### config.mk
export PLATFORM = sky130hd
export DESIGN_NAME = hex_updown_counter_p
export DESIGN_NICKNAME = d
export VERILOG_FILES = /design/src/rtl/hex_updown_counter_p.sv
export SDC_FILE = /design/constraint.sdc
export NUM_CORES = 1
export LEC_CHECK = 0
export BUFFER_PORTS_ARGS = -buffer_cell sky130_fd_sc_hd__buf_4
export CORE_ASPECT_RATIO = 0.8
export CORE_UTILIZATION = 41
export DETAILED_ROUTE_END_ITERATION = 8
export SLEW_MARGIN = 20
export SYNTH_ARGS = -nofsm -noshare
export SYNTH_HDL_FRONTEND = slang
export SYNTH_SLANG_ARGS = --single-unit
### constraint.sdc
create_clock -name Clock -period 5.1 [get_ports Clock]
set_input_delay 0 -clock Clock [delete_from_list [all_inputs] [get_ports Clock]]
set_output_delay 0 -clock Clock [all_outputs]
set_load 0.02 [all_outputs]
### src/rtl/hex_updown_counter_p.sv
// rtl/hex_updown_counter_p.sv - up/down counter with modulus, wrap/saturate, load and hex display
// Optional leading-zero blanking of the hex digits when HEX_ZERO_BLANK_EN is defined.
module hex_updown_counter_p #(
   parameter int                WIDTH     = 32,
   parameter int                NDIGITS   = 8,
   parameter longint unsigned   MAX_COUNT = (64'd1 << WIDTH) - 64'd1
) (
   input  logic                   Clock,
   input  logic                   Reset_n,
   input  logic                   Updown,
   input  logic                   Enable,
   input  logic                   Mode,
   input  logic                   Load,
   input  logic [WIDTH-1:0]       Load_value,
   output logic [WIDTH-1:0]       Count,
   output logic                   Tc,
   output logic [7*NDIGITS-1:0]   HEX
);

   localparam logic [WIDTH-1:0] max_c = MAX_COUNT[WIDTH-1:0];
   localparam logic [WIDTH-1:0] one   = {{(WIDTH-1){1'b0}}, 1'b1};

   // Tc flags any enabled step attempted at the boundary, even when saturating in place.
   always_ff @(posedge Clock) begin
      if (!Reset_n) begin
         Count <= '0;
         Tc    <= 1'b0;
      end else if (Load) begin
         Count <= (Load_value > max_c) ? max_c : Load_value;
         Tc    <= 1'b0;
      end else if (Enable) begin
         if (Updown) begin
            if (Count == max_c) begin
               Count <= Mode ? max_c : '0;
               Tc    <= 1'b1;
            end else begin
               Count <= Count + one;
               Tc    <= 1'b0;
            end
         end else begin
            if (Count == '0) begin
               Count <= Mode ? '0 : max_c;
               Tc    <= 1'b1;
            end else begin
               Count <= Count - one;
               Tc    <= 1'b0;
            end
         end
      end else begin
         Tc <= 1'b0;
      end
   end

   function automatic logic [6:0] glyph(input logic [3:0] n);
      case (n)
         4'h0:    glyph = 7'b0000001;
         4'h1:    glyph = 7'b1001111;
         4'h2:    glyph = 7'b0010010;
         4'h3:    glyph = 7'b0000110;
         4'h4:    glyph = 7'b1001100;
         4'h5:    glyph = 7'b0100100;
         4'h6:    glyph = 7'b0100000;
         4'h7:    glyph = 7'b0001111;
         4'h8:    glyph = 7'b0000000;
         4'h9:    glyph = 7'b0000100;
         4'hA:    glyph = 7'b0001000;
         4'hB:    glyph = 7'b1100000;
         4'hC:    glyph = 7'b0110001;
         4'hD:    glyph = 7'b1000010;
         4'hE:    glyph = 7'b0110000;
         default: glyph = 7'b0111000;
      endcase
   endfunction

   logic [3:0] nib;
`ifdef HEX_ZERO_BLANK_EN
   logic       upper_zero;
`endif

   // Walk from the top digit down; nibbles beyond WIDTH shift in as zero.
   always_comb begin
      HEX = '1;
      nib = '0;
`ifdef HEX_ZERO_BLANK_EN
      upper_zero = 1'b1;
`endif
      for (int i = NDIGITS - 1; i >= 0; i--) begin
         nib = 4'(Count >> (4 * i));
`ifdef HEX_ZERO_BLANK_EN
         upper_zero = upper_zero && (nib == 4'h0);
         HEX[7*i +: 7] = (i != 0 && upper_zero) ? 7'b1111111 : glyph(nib);
`else
         HEX[7*i +: 7] = glyph(nib);
`endif
      end
   end

endmodule

==> results.toml <==
[yosys]
synth_nets = 984
synth_edf_count = 0
ys_seq_area_share_pct = 25.4
ys.flop_type = "dfxtp_1"
avgSynthCellArea_sq_um = 7.80
synth_common_cells = "dfxtp_1, nand2_1, inv_1, nor2_1, a21oi_1"
synth_area_sq_um = 7000
yosys.area.top_type = "dfxtp_1"
synthArstFlopShare_pct = 0
synth_area_leaders = "dfxtp_1, ha_1, mux2i_1"
synth_top_cell_area_share_pct = 25.4
ys_ff_latch = 89
synth_cell_types = 84
synth_most_common_cell = "dfxtp_1"
yosysWarnings = 0
syn_inst = 898

[critical_path]
cp.required_ps = 5350
cpMaxStageDelayCell = "nor4_1"
slowest_delay_ps = 780
r2r_setup_slack_ps = 640
startpoint_type = "flop"
cp_max_fo = 11
crit_type = "reg2reg"
cp_data_arrival_time_ps = 4700
r2r_start = "Count[12]"
startpoint = "Count[12]"
cp-end-kind = "flop"
cp_cell_sequence = "nand4_2, or4_1, nor4_1, buf_4, a41o_1, a21oi_1, nand3b_1, o211ai_1, inv_1, ha_1, nand2_1, o21ai_0, a31o_2"
crit_buf_inv = 2
crit_family = "simple AND/OR/NAND/NOR gates"

[global_route]
grt_usage_pct = 25.9
antenna_found_initial = 0
grt_pass1_wl_um = 35800
use_met3_pct = 5.82
grt-ovfl-total = 0
grt_use_met1_pct = 38.7
busiest_layer = "met1"
grt_use_met2_pct = 36.6
grt_max_degree = 54
grt_pass1_vias = 6384

[placement]
portBuffers = 126
place_congestion = 0.979
dp_hpwl_um = 16500

[pwr]
p_comb_share_pct = 32.1
swShare_pct = 34.0
ir_drop_v = 0.000179
powerDensity_nw_per_um2 = 274
p_sw_uw = 785
p_leak_uw = 0.00355
pwr-share-clk_pct = 31.3
p_int_uw = 1530
pwr-share-seq_pct = 36.5

[detailed_routing]
remaining_drc_errors = 0
vias = 7134
wirelength_um = 22600
wl_per_cell_um = 18.6
viasPerCell = 5.89
postRouteAntennaNets = 0
drt_iter0_drc = 728
firstDrtPassIters = 5

[layout]
num_antenna_cells = 0
final_nets = 1075
drive_gt1_share_pct = 20.4
syn2layout_area_growth_pct = 20.5

[clock_network]
cts_setup_buffers = 0
insertion_delay_ps = 360
cts_buffers = 9
cts_root_buf = "clkbuf_16"
cts_tree = "done"
clkTransAtPathRegs_ps = 70
max-clock-path-buffers = 2
htreeDepth = 3
clock_sinks = 89

[timing]
fin_worst_skew_ps = 8.16
worst_pin_slew_ps = 1020
hold_ws_ps = 11.7
setup_tns_ps = 0
period_minus_slack_ps = 4460
final-hold-violation-count = 0
slew_headroom_pct = 31.4
rsz0062_at_grt = "no"
final-setup-viol-count = 0
fin_crit_sh_pct = 87.4
slew_viol_final = 0
fmax_ghz = 0.224

[hold_path]
holdCritStartpoint = "Load_value[25]"
hold_class = "in2reg"

[floorplanning]
die_w_um = 148
die_y_um = 119
start_util_pct = 42.2
core_area_sq_um = 16600
boundaryPins = 127
fp.dieArea_sq_um = 17600
num_rows = 42

[job]
drv_cap = 0

[outcome]
status = "finished clean"
## per-layer routing
layer  vias up  share of wire [%]
li1       3451                  -
met1      3306                 47
met2       345                 41
met3        32                 10
met4         0                1.5
met5         -                  0
## layout make-up
class                           count  area (sq um)
Clock buffer                       11           253
Tap cell                          220           275
Inverter                           64           240
Clock inverter                      3          65.1
Fill cell                        1680          8170
Sequential cell                    89          1780
Multi-Input combinational cell    671          4660
Timing Repair Buffer              154          1170
## cell families (layout without fill, tap and decap cells)
group | Yosys count | in the layout | share of synthesized area (%)
flops | 89 | 89 | 25.4
xor+xnor | 34 | 34 | 4.25
fa+ha+maj | 48 | 48 | 8.57
mux | 41 | 41 | 6.31
simple gates | 314 | 314 | 23.9
buf+inv | 138 | 232 | 8.07
compound gates | 234 | 234 | 23.5
## placed cells by master, fill, tap and decap left out, types with 5 or more instances in the layout
cell,instances
ha_1,48
a21oi_1,52
a22oi_1,6
xor2_1,16
nand2_1,66
mux2i_1,34
and3_1,6
nand4_1,20
nand3_1,30
and2_1,17
dfxtp_1,89
clkbuf_16,9
nand3b_1,6
inv_1,63
o22ai_1,24
o221ai_1,5
nor4_1,23
a31oi_1,18
buf_4,149
a211oi_1,7
o31ai_1,8
and4_1,6
o21ai_0,41
nor3_1,28
or4_1,7
a21o_1,5
xnor2_1,18
or3_1,16
nor2_1,60
dlygate4sd3_1,5
o32ai_1,8
mux2_2,5
o211ai_1,11
## timing repair
item	CTS	global route
gates resized for setup	0	0
endpoints found under the hold margin	5	0
hold buffers	5	0
## worst paths after layout
kind / end / depth (start not counted)
hold reg to reg: Count[17] / 2
setup / recovery: HEX[37] / 13
hold / removal: HEX[42] / 4
setup reg to reg: HEX[37] / 13
## sequential cells by signal, indices dropped and copies added (netlist names)
register	cells
HEX	56
Tc	1
Count	32
## worst min-delay path: stages
cell and delay [ps]:
buf_4 80, nand2_1 50, o31ai_2 70, o211ai_1 100
## power groups by stage
stage	clock, uW	combinational (uW)	sequential [uW]
2_1_floorplan	0	427	904
3_3_place_gp	0	735	857
3_5_place_dp	0	735	856
4_1_cts	749	740	842
5_1_grt	778	807	853
6_report	725	744	845
## through the flow
step	cell area (sq um)	cells	worst slack (ps)	util (%)	total power [uW]
final	8440	1212	643	50.8	2310
after global routing	8440	1212	382	50.8	2440
after CTS	8440	1212	727	50.8	2330
after detailed placement	8070	1193	757	48.6	1590
after global placement	8070	1193	908	48.6	1590
after floorplan	7000	898	1130	-	1330
Power figures use the tool's default switching activity.
